**config.mk**
```make
export PLATFORM = sky130hd
export DESIGN_NAME = player_ctrl_flat
export DESIGN_NICKNAME = d
export VERILOG_FILES = /design/src/rtl/player_pkg.sv /design/src/rtl/player_ctrl_if.sv /design/src/rtl/axis_stepper.sv /design/src/rtl/player_ctrl.sv /design/src/flat_wrapper.sv
export SDC_FILE = /design/constraint.sdc
export NUM_CORES = 1
export LEC_CHECK = 0
export CORE_ASPECT_RATIO = 0.7
export CORE_MARGIN = 2
export CORE_UTILIZATION = 30
export DETAILED_ROUTE_END_ITERATION = 10
export PLACE_DENSITY_LB_ADDON = 0.2
export RECOVER_POWER = 25
export SYNTH_ARGS = -nofsm -noshare
export SYNTH_HDL_FRONTEND = slang
export SYNTH_SLANG_ARGS = --single-unit
```
**constraint.sdc**
```tcl
create_clock -name clk -period 5.8 [get_ports clk]
set_input_delay 1.74 -clock clk [delete_from_list [all_inputs] [get_ports clk]]
set_output_delay 1.74 -clock clk [all_outputs]
set_load 0.02 [all_outputs]
```
**src/rtl/player_pkg.sv**
```systemverilog
// player_pkg: shared types and constants for the per-player input controller.
//   AIM_MAX      highest reachable aim index
//   aim_t        slope descriptor (dir, run, rise)
//   AIM_TABLE    aim index -> slope descriptor
//   fire_state_e fire FSM states
//   dir_e        sampled button direction for one axis
package player_pkg;

    localparam int unsigned AIM_MAX = 6;

    typedef struct packed {
        logic       dir;
        logic [4:0] run;
        logic [4:0] rise;
    } aim_t;

    // Entries 0..6 are the reachable aims; entry 7 exists only so a 3-bit
    // index always selects a defined (all-zero) slope.
    localparam aim_t AIM_TABLE [8] = '{
        '{1'b0, 5'd2, 5'd1},
        '{1'b0, 5'd1, 5'd1},
        '{1'b0, 5'd1, 5'd2},
        '{1'b0, 5'd0, 5'd1},
        '{1'b1, 5'd1, 5'd2},
        '{1'b1, 5'd1, 5'd1},
        '{1'b1, 5'd2, 5'd1},
        '{1'b0, 5'd0, 5'd0}
    };

    typedef enum logic [1:0] {READY, ARMED, COOL} fire_state_e;

    typedef enum logic [1:0] {NONE, DEC, INC} dir_e;

    function automatic aim_t aim_lookup(input logic [2:0] idx);
        return AIM_TABLE[idx];
    endfunction

endpackage

```
**src/rtl/player_ctrl_if.sv**
```systemverilog
// player_ctrl_if: shot handshake between a player controller and the
// projectile engine.
//   shot_valid/shot_ready           valid/ready handshake
//   shot_x, shot_run, shot_rise,
//   shot_dir                        latched shot descriptor
// master = player controller, slave = projectile engine.
interface player_ctrl_if #(
    parameter int unsigned X_W = 5
);
    logic           shot_valid;
    logic           shot_ready;
    logic [X_W-1:0] shot_x;
    logic [4:0]     shot_run;
    logic [4:0]     shot_rise;
    logic           shot_dir;

    modport master (
        output shot_valid, shot_x, shot_run, shot_rise, shot_dir,
        input  shot_ready
    );

    modport slave (
        input  shot_valid, shot_x, shot_run, shot_rise, shot_dir,
        output shot_ready
    );
endinterface

```
**src/rtl/axis_stepper.sv**
```systemverilog
// axis_stepper: one saturating axis (position or aim) driven by a dec/inc
// button pair, with press-edge detection and optional hold-to-repeat.
// Ports:
//   clk, reset   clock, asynchronous active-high reset
//   ena          game tick; sampling and counting only when high
//   dec, inc     step down / up buttons (both or neither = released)
//   pos          current position, 0..MAX
// Config macro: PLAYER_AUTO_REPEAT_EN builds the repeat counter; without it
// every press edge yields exactly one step.
module axis_stepper
    import player_pkg::*;
#(
    parameter int unsigned W          = 5,
    parameter int unsigned MAX        = 31,
    parameter int unsigned RST        = 0,
    parameter int unsigned REPEAT_DLY = 8,
    parameter int unsigned REPEAT_PER = 2
) (
    input  logic         clk,
    input  logic         reset,
    input  logic         ena,
    input  logic         dec,
    input  logic         inc,
    output logic [W-1:0] pos
);

    if (REPEAT_DLY < 1 || REPEAT_PER < 1 || MAX > (2 ** W) - 1) begin : g_param_check
        $error("axis_stepper: illegal parameter set");
    end

    dir_e         cur;
    dir_e         prev;
    logic         step;
    logic [W-1:0] pos_next;

    always_comb begin
        cur = NONE;
        if (dec && !inc)
            cur = DEC;
        else if (inc && !dec)
            cur = INC;
    end

`ifdef PLAYER_AUTO_REPEAT_EN
    localparam int unsigned CNT_MAX = (REPEAT_DLY > REPEAT_PER) ? REPEAT_DLY : REPEAT_PER;
    localparam int unsigned CNT_W   = $clog2(CNT_MAX + 1);

    logic [CNT_W-1:0] cnt;

    always_comb
        step = ena && (cur != NONE) && ((cur != prev) || (cnt == CNT_W'(1)));

    // The counter keeps running while the position is clamped at a bound.
    always_ff @(posedge clk or posedge reset) begin
        if (reset)
            cnt <= '0;
        else if (ena) begin
            if (cur == NONE)
                cnt <= '0;
            else if (cur != prev)
                cnt <= CNT_W'(REPEAT_DLY);
            else if (cnt == CNT_W'(1))
                cnt <= CNT_W'(REPEAT_PER);
            else if (cnt != '0)
                cnt <= cnt - CNT_W'(1);
        end
    end
`else
    always_comb
        step = ena && (cur != NONE) && (cur != prev);
`endif

    always_comb begin
        pos_next = pos;
        if (cur == DEC && pos != '0)
            pos_next = pos - W'(1);
        else if (cur == INC && pos < W'(MAX))
            pos_next = pos + W'(1);
    end

    always_ff @(posedge clk or posedge reset) begin
        if (reset) begin
            prev <= NONE;
            pos  <= W'(RST);
        end else if (ena) begin
            prev <= cur;
            if (step)
                pos <= pos_next;
        end
    end

endmodule

```
**src/rtl/player_ctrl.sv**
```systemverilog
// player_ctrl: per-player input controller. Saturating x position and aim
// index with hold-to-repeat, aim slope lookup, and a fire path that offers a
// latched shot descriptor over a valid/ready handshake with a cooldown.
// Ports:
//   clk, reset                    clock, asynchronous active-high reset
//   ena                           game tick
//   left_x, right_x               move left / right
//   left_aim, right_aim           aim decrement / increment
//   fire                          fire button
//   x_pos, aim_pos                live position and aim index
//   run, rise, dir                live slope of the current aim
//   cooling                       fire FSM is in COOL
//   shot (player_ctrl_if.master)  shot_valid/shot_ready + descriptor
// Config macro: PLAYER_AUTO_REPEAT_EN enables auto-repeat on both axes.
module player_ctrl
    import player_pkg::*;
#(
    parameter int unsigned X_W        = 5,
    parameter int unsigned X_MAX      = 31,
    parameter int unsigned X_RESET    = 0,
    parameter int unsigned AIM_RESET  = 3,
    parameter int unsigned REPEAT_DLY = 8,
    parameter int unsigned REPEAT_PER = 2,
    parameter int unsigned COOLDOWN   = 16
) (
    input  logic           clk,
    input  logic           reset,
    input  logic           ena,
    input  logic           left_x,
    input  logic           right_x,
    input  logic           left_aim,
    input  logic           right_aim,
    input  logic           fire,
    output logic [X_W-1:0] x_pos,
    output logic [2:0]     aim_pos,
    output logic [4:0]     run,
    output logic [4:0]     rise,
    output logic           dir,
    output logic           cooling,
    player_ctrl_if.master  shot
);

    localparam int unsigned CD_W = (COOLDOWN > 0) ? $clog2(COOLDOWN + 1) : 1;

    axis_stepper #(
        .W          (X_W),
        .MAX        (X_MAX),
        .RST        (X_RESET),
        .REPEAT_DLY (REPEAT_DLY),
        .REPEAT_PER (REPEAT_PER)
    ) u_x (
        .clk   (clk),
        .reset (reset),
        .ena   (ena),
        .dec   (left_x),
        .inc   (right_x),
        .pos   (x_pos)
    );

    axis_stepper #(
        .W          (3),
        .MAX        (AIM_MAX),
        .RST        (AIM_RESET),
        .REPEAT_DLY (REPEAT_DLY),
        .REPEAT_PER (REPEAT_PER)
    ) u_aim (
        .clk   (clk),
        .reset (reset),
        .ena   (ena),
        .dec   (left_aim),
        .inc   (right_aim),
        .pos   (aim_pos)
    );

    aim_t live_aim;

    always_comb begin
        live_aim = aim_lookup(aim_pos);
        run      = live_aim.run;
        rise     = live_aim.rise;
        dir      = live_aim.dir;
    end

    // Fire path
    fire_state_e     state;
    fire_state_e     state_next;
    logic            fire_prev;
    logic            fire_edge;
    logic [CD_W-1:0] cd_cnt;
    logic [X_W-1:0]  desc_x;
    aim_t            desc_aim;

    assign fire_edge = ena && fire && !fire_prev;

    always_ff @(posedge clk or posedge reset) begin
        if (reset)
            state <= READY;
        else
            state <= state_next;
    end

    // ARMED->COOL is the only transition that does not wait for ena.
    always_comb begin
        state_next = state;
        unique case (state)
            READY: if (fire_edge) state_next = ARMED;
            ARMED: if (shot.shot_ready) state_next = (COOLDOWN == 0) ? READY : COOL;
            COOL:  if (ena && cd_cnt <= CD_W'(1)) state_next = READY;
            default: state_next = READY;
        endcase
    end

    always_comb begin
        shot.shot_valid = (state == ARMED);
        cooling         = (state == COOL);
        shot.shot_x     = desc_x;
        shot.shot_run   = desc_aim.run;
        shot.shot_rise  = desc_aim.rise;
        shot.shot_dir   = desc_aim.dir;
    end

    always_ff @(posedge clk or posedge reset) begin
        if (reset) begin
            fire_prev <= 1'b0;
            cd_cnt    <= '0;
            desc_x    <= '0;
            desc_aim  <= '0;
        end else begin
            if (ena)
                fire_prev <= fire;
            if (state == READY && fire_edge) begin
                desc_x   <= x_pos;
                desc_aim <= live_aim;
            end
            if (state == ARMED && shot.shot_ready)
                cd_cnt <= CD_W'(COOLDOWN);
            else if (state == COOL && ena && cd_cnt != '0)
                cd_cnt <= cd_cnt - CD_W'(1);
        end
    end

endmodule
```
**src/flat_wrapper.sv**
```systemverilog
// flat-port wrapper written by rule: the top's interface ports become plain ports
module player_ctrl_flat import player_pkg::*;
#(
    parameter int unsigned X_W        = 5,
    parameter int unsigned X_MAX      = 31,
    parameter int unsigned X_RESET    = 0,
    parameter int unsigned AIM_RESET  = 3,
    parameter int unsigned REPEAT_DLY = 8,
    parameter int unsigned REPEAT_PER = 2,
    parameter int unsigned COOLDOWN   = 16
)
  (clk, reset, ena, left_x, right_x, left_aim, right_aim, fire, x_pos, aim_pos, run, rise, dir, cooling, shot_shot_valid, shot_shot_x, shot_shot_run, shot_shot_rise, shot_shot_dir, shot_shot_ready);
  player_ctrl_if #(.X_W(X_W)) shot_i ();
  input  logic clk;
  input  logic reset;
  input  logic ena;
  input  logic left_x;
  input  logic right_x;
  input  logic left_aim;
  input  logic right_aim;
  input  logic fire;
  output logic [X_W-1:0] x_pos;
  output logic [2:0] aim_pos;
  output logic [4:0] run;
  output logic [4:0] rise;
  output logic dir;
  output logic cooling;
  output wire logic [$bits(shot_i.shot_valid)-1:0] shot_shot_valid;
  output wire logic [$bits(shot_i.shot_x)-1:0] shot_shot_x;
  output wire logic [$bits(shot_i.shot_run)-1:0] shot_shot_run;
  output wire logic [$bits(shot_i.shot_rise)-1:0] shot_shot_rise;
  output wire logic [$bits(shot_i.shot_dir)-1:0] shot_shot_dir;
  input wire logic [$bits(shot_i.shot_ready)-1:0] shot_shot_ready;
  assign shot_shot_valid = shot_i.shot_valid;
  assign shot_shot_x = shot_i.shot_x;
  assign shot_shot_run = shot_i.shot_run;
  assign shot_shot_rise = shot_i.shot_rise;
  assign shot_shot_dir = shot_i.shot_dir;
  assign shot_i.shot_ready = shot_shot_ready;
  player_ctrl #(.X_W(X_W), .X_MAX(X_MAX), .X_RESET(X_RESET), .AIM_RESET(AIM_RESET), .REPEAT_DLY(REPEAT_DLY), .REPEAT_PER(REPEAT_PER), .COOLDOWN(COOLDOWN)) u_core (.clk(clk), .reset(reset), .ena(ena), .left_x(left_x), .right_x(right_x), .left_aim(left_aim), .right_aim(right_aim), .fire(fire), .x_pos(x_pos), .aim_pos(aim_pos), .run(run), .rise(rise), .dir(dir), .cooling(cooling), .shot(shot_i));
endmodule
```
==> results of run 1 <==
==> where the power goes <==
| group | switching [mW] | internal [mW] | total, mW |
|---|---|---|---|
| Sequential | 0.0895 | 0.298 | 0.388 |
| Clock | 0.0778 | 0.120 | 0.197 |
| Combinational | 0.315 | 0.301 | 0.616 |
==> routing by layer <==
layer	global-route usage	routed length (um)
met5	0	0
met4	0.0469	63
met3	0.0375	219
met2	0.150	1340
met1	0.159	1840
==> worst paths after layout <==
kind	start	to	slack (ps)	depth (start not counted)
max in group asynchronous	reset	u_core.shot.shot_rise[0]$_DFFE_PP0P_	2340	3
min in group asynchronous	reset	u_core.cd_cnt[2]$_DFFE_PP0P_	2490	3
worst min-delay path	u_core.shot.shot_x[1]$_DFFE_PP0P_	u_core.shot.shot_x[1]$_DFFE_PP0P_	480	2
worst min register to register	u_core.shot.shot_x[1]$_DFFE_PP0P_	u_core.shot.shot_x[1]$_DFFE_PP0P_	480	2
worst max register to register	u_core.u_x.pos[1]$_DFFE_PP0P_	u_core.u_x.pos[3]$_DFFE_PP0P_	3390	8
worst max-delay path	u_core.u_aim.pos[1]$_DFFE_PP1P_	rise[0]	1910	5
==> synth_stat cells, types with 2 or more instances <==
master    number
nand2b_1       2
nand3b_1       3
nand4_1        2
a21oi_1        8
mux2_2        14
nor2_1         6
buf_4         12
ha_1          15
dfstp_2        2
mux2i_1        4
xor2_1         7
nand3_1        2
xnor2_1        5
nor2b_1        5
mux2_1         2
clkbuf_1       2
o21ai_0        4
inv_1         13
fa_1           2
dfrtp_1       28
nand2_1       14
==> logic make-up (layout without fill, tap and decap cells) <==
kind of cell | count (synthesis) | after routing | synth area share
and+or+nand+nor | 40 | 40 | 0.117
adders and majority gates | 17 | 17 | 0.126
muxes | 20 | 20 | 0.122
DFF | 30 | 30 | 0.416
AOI/OAI and AO/OA | 20 | 20 | 0.0746
buffers and inverters | 29 | 56 | 0.0856
other | 1 | 12 | 0.00207
xor gates and xnor gates | 12 | 12 | 0.0580
==> cells in the final DEF (no fill, tap or decap), drive strengths merged, types with 4 or more instances in the layout <==
cell and n:
o21ai 6, inv 14, clkdlybuf4s50 32, nand2 14
xnor2 5, ha 15, nor2 6, nor2b 5
a21oi 9, xor2 7, clkbuf 9, mux2i 4
conb 12, mux2 16, dfrtp 28
==> layout make-up <==
cell class	instances	area, um^2
Clock buffer	8	110
Tap cell	75	93.8
Fill cell	577	3500
Sequential cell	30	753
Multi-Input combinational cell	121	945
Inverter	14	52.6
Timing Repair Buffer	34	334
==> per-stage QoR <==
stage	hold WS (ps)	cells	worst slack (ps)	total power [mW]
after floorplan	477	180	2550	0.760
after global placement	468	274	1980	1.02
after detailed placement	472	274	1960	1.02
after CTS	487	282	1870	1.22
after global routing	508	282	1770	1.30
final	477	282	1910	1.20
==> registers in the layout, summed over array words and instances, names as in the netlist, 2 cells and up <==
register and cells:
u_core.shot.shot_x 5, u_core.u_aim.pos 3, u_core.u_aim.prev 2, u_core.u_x.prev 2
u_core.shot.shot_rise 2, u_core.u_x.pos 5, u_core.shot.shot_run 2, u_core.cd_cnt 5
u_core.state 2
==> worst max-delay path, cell delays in order (launching register included) <==
cell	delay, ps
dfstp_2	610
inv_1	100
ha_1	280
inv_1	40
mux2i_1	190
clkdlybuf4s50_1	640
==> results.sh, run 1 <==
export IMPL_area_growth_pct=26.3
export IMPL_antenna_cells=0
export IMPL_final_setup_skew_ps=5.13
export IMPL_cts_hold_buffers_added=0
export IMPL_cts_root_buffer="clkbuf_8"
export IMPL_fin_util=0.396
export IMPL_setup_violations=0
export IMPL_yosysWarnings=0
export IMPL_vias=1224
export IMPL_synth_top_cell_by_area="dfrtp_1"
export IMPL_avgSynthCellArea_um2=10.7
export IMPL_p_per_area_mw_per_mm2=525
export IMPL_grt_first_pass_wirelength_mm=5.82
export IMPL_period_share=0.670
export IMPL_end_kind="primary output"
export IMPL_fmax_mhz=257
export IMPL_start_kind="flop"
export IMPL_io_pins=46
export IMPL_cp_max_fo=8
export IMPL_rsz0062_at_grt="false"
export IMPL_grt_pass1_vias=1194
export IMPL_tritoncts="built"
export IMPL_drt_wl_total_mm=3.47
export IMPL_vias_per_cell=4.34
export IMPL_drc=0
export IMPL_setup_tns_ps=0
export IMPL_start_util=0.313
export IMPL_cts_made_buffers=5
export IMPL_violations="capacitance limit, slew limit"
export IMPL_std_cell_rows=23
export IMPL_clock_latency_ps=280
export IMPL_slew_headroom=-0.128
export IMPL_dr_pass1_iters=6
export IMPL_peakVddDrop_mv=0.143
export IMPL_finalMaxSlewViolations=31
export IMPL_min_period_ps=3890
export IMPL_stdcell_area_mm2=0.00229
export IMPL_antenna_found_initial=0
export IMPL_hold_class="reg -> reg"
export IMPL_crit_type="reg -> out"
export IMPL_synth_main_ff_cell="dfrtp_1"
export IMPL_grt_overflow=0
export IMPL_htree_levels=2
export IMPL_coreArea_mm2=0.00578
export IMPL_cts_sinks=30
export IMPL_p_leak_nw=1.05
export IMPL_worst_endpoint_required_ps=4060
export IMPL_drv_cap=1
export IMPL_syn_area_mm2=0.00181
export IMPL_ant_nets=0
export IMPL_synth_distinct_cells=38
export IMPL_place_area_mm2=0.00218
export IMPL_cp_arrival_ps=2150
export IMPL_cts_buffer_depth=2
export IMPL_cts_setup_buffers=0
export IMPL_hold_viol_final=0
export IMPL_cts_resized=0
export IMPL_dp_hpwl_mm=2.64
export IMPL_async_reset_ff_frac=1.00
export IMPL_ys_seq_area_frac=0.416
export IMPL_synth_top_cell_area_share=0.387
export IMPL_grt_use_total=0.111
export IMPL_io_buffers=33
export IMPL_synth_edff_count=0
export IMPL_die_area_mm2=0.00669
export IMPL_synth_seq_cells=30
export IMPL_grt_max_degree=31
export IMPL_drive_gt1_frac=0.150
export IMPL_die_y_um=69.0
export IMPL_syn_inst=169
export IMPL_worstMarginPinSlew_ps=1690
export IMPL_status="finished, violations left"
export IMPL_drt_iter0_drc=36
export IMPL_die_w_um=96.9
export IMPL_fin_nets=232
export IMPL_synthTopCellsByArea="dfrtp_1 (39%), ha_1 (10%), mux2_2 (8.7%)"
export IMPL_wl_per_cell_um=12.3
export IMPL_clkSlewWorstSetupHoldPaths_ps=60
export IMPL_gp_congestion=0.850
Power figures use the tool's default switching activity.
==> inputs of run 2 (changes only) <==
==> constraint.sdc (replaced) <==
create_clock -name clk -period 3.8 [get_ports clk]
set_input_delay 1.14 -clock clk [delete_from_list [all_inputs] [get_ports clk]]
set_output_delay 1.14 -clock clk [all_outputs]
set_load 0.02 [all_outputs]
==> run 2 against run 1 <==
Net effect: highest routed layer unchanged; the flow still finishes with violations (capacitance limit, slew limit); worst setup slack worse by 1400 ps; sequential cell count stayed put; largest power group unchanged; final cell count unchanged; sequential power rose by 53%.
==> results.sh, run 2 (synthesis gave the netlist of run 1 again) <==
export IMPL_status="finished, violations left"
export IMPL_violations="capacitance limit, slew limit"
export IMPL_die_area_mm2=0.00669
export IMPL_start_util=0.313
export IMPL_dr_pass1_iters=4
export IMPL_peakVddDrop_mv=0.307
export IMPL_setup_violations=0
export IMPL_p_sw_mw=0.744
export IMPL_io_buffers=33
export IMPL_combPwrFrac=0.487
export IMPL_die_y_um=69.0
export IMPL_num_fill_cells=578
export IMPL_crit_type="reg -> out"
export IMPL_cts_resized=0
export IMPL_dp_hpwl_mm=2.61
export IMPL_grt_overflow=0
export IMPL_cts_setup_buffers=0
export IMPL_regToRegSetupSlack_ps=1390
export IMPL_coreArea_mm2=0.00578
export IMPL_clkSlewWorstSetupHoldPaths_ps=70
export IMPL_setup_tns_ps=0
export IMPL_worst_endpoint_required_ps=2660
export IMPL_area_growth_pct=28.1
export IMPL_power_total_mw=1.94
export IMPL_finalMaxSlewViolations=31
export IMPL_cts_hold_buffers_added=0
export IMPL_std_cell_rows=23
export IMPL_cts_made_buffers=5
export IMPL_p_per_area_mw_per_mm2=836
export IMPL_end_kind="primary output"
export IMPL_hold_viol_final=0
export IMPL_tritoncts="built"
export IMPL_fin_ws_ps=485
export IMPL_cp_arrival_ps=2170
export IMPL_internal_power_mw=1.20
export IMPL_grt_first_pass_wirelength_mm=6.01
export IMPL_layout_commonest_cell="clkdlybuf4s50_1"
export IMPL_drt_wl_total_mm=3.43
export IMPL_place_area_mm2=0.00218
export IMPL_fmax_mhz=302
export IMPL_drv_cap=1
export IMPL_p_clk_frac=0.208
export IMPL_rsz0062_at_grt="false"
export IMPL_drt_iter0_drc=46
export IMPL_grt_pass1_vias=1228
export IMPL_clock_latency_ps=280
export IMPL_worstMarginPinSlew_ps=1650
export IMPL_seqPwrFrac=0.305
export IMPL_period_share=0.872
export IMPL_grt_use_total=0.114
export IMPL_antenna_found_initial=0
export IMPL_stdcell_area_mm2=0.00232
export IMPL_place_ws_ps=563
export IMPL_io_pins=46
export IMPL_antenna_cells=0
export IMPL_gp_congestion=0.860
export IMPL_ant_nets=0
export IMPL_cts_buffer_depth=2
export IMPL_min_period_ps=3310
export IMPL_wl_per_cell_um=12.2
export IMPL_grt_max_degree=31
export IMPL_p_leak_nw=1.06
export IMPL_hold_class="reg -> reg"
export IMPL_layout_common_cells="clkdlybuf4s50_1 (32), dfrtp_1 (28), ha_1 (15), mux2_2 (14), nand2_1 (14)"
export IMPL_final_setup_skew_ps=6.15
export IMPL_drive_gt1_frac=0.150
export IMPL_drc=0
export IMPL_switching_share=0.383
export IMPL_cp_max_fo=8
export IMPL_die_w_um=96.9
export IMPL_vias=1223
export IMPL_slew_headroom=-0.0969
export IMPL_start_kind="flop"
export IMPL_cts_sinks=30
export IMPL_vias_per_cell=4.34
export IMPL_fin_nets=232
export IMPL_cts_root_buffer="clkbuf_8"
export IMPL_fin_util=0.401
export IMPL_htree_levels=2
-- run 2: metal layers --
layer	share of wire	track usage
met4	0.016	0.0469
met3	0.060	0.0365
met5	0	0
met2	0.37	0.156
met1	0.55	0.163
-- run 2: critical path: stages (launching register included) --
cell	delay, ps
dfstp_2	610
inv_1	100
ha_1	280
inv_1	50
mux2i_1	210
clkdlybuf4s50_1	640
-- run 2: path summary, 6_finish.rpt --
kind | start | end | depth (start not counted)
setup reg to reg | u_core.u_x.pos[1]$_DFFE_PP0P_ | u_core.u_x.pos[3]$_DFFE_PP0P_ | 8
hold / removal | u_core.shot.shot_x[1]$_DFFE_PP0P_ | u_core.shot.shot_x[1]$_DFFE_PP0P_ | 2
hold reg to reg | u_core.shot.shot_x[1]$_DFFE_PP0P_ | u_core.shot.shot_x[1]$_DFFE_PP0P_ | 2
max in group asynchronous | reset | u_core.u_aim.prev[0]$_DFFE_PP0P_ | 3
setup / recovery | u_core.u_aim.pos[1]$_DFFE_PP1P_ | rise[0] | 5
min in group asynchronous | reset | u_core.cd_cnt[2]$_DFFE_PP0P_ | 3
-- run 2: metrics by stage --
stage,cells,hold WS (ps)
2_1_floorplan,180,477
3_3_place_gp,274,466
3_5_place_dp,274,483
4_1_cts,282,499
5_1_grt,282,519
6_report,282,493
-- run 2: area by class of cell --
class | count | area, um^2 | share of cell area
well taps | 75 | 93.8 | 0.0404
flip-flops and latches | 30 | 753 | 0.325
clock inverters | 2 | 60.1 | 0.0259
clock buffers | 6 | 82.6 | 0.0356
multi-input cells | 121 | 945 | 0.407
repair buffers | 34 | 334 | 0.144
inverters | 14 | 52.6 | 0.0226
-- run 2: power by group through the flow --
stage / Sequential [mW] / Combinational, mW / Clock [mW]
after floorplan: 0.672 / 0.488 / 0
after global placement: 0.604 / 0.949 / 0
after detailed placement: 0.599 / 0.956 / 0
after CTS: 0.596 / 0.958 / 0.415
after global routing: 0.622 / 1.04 / 0.431
final: 0.593 / 0.945 / 0.403
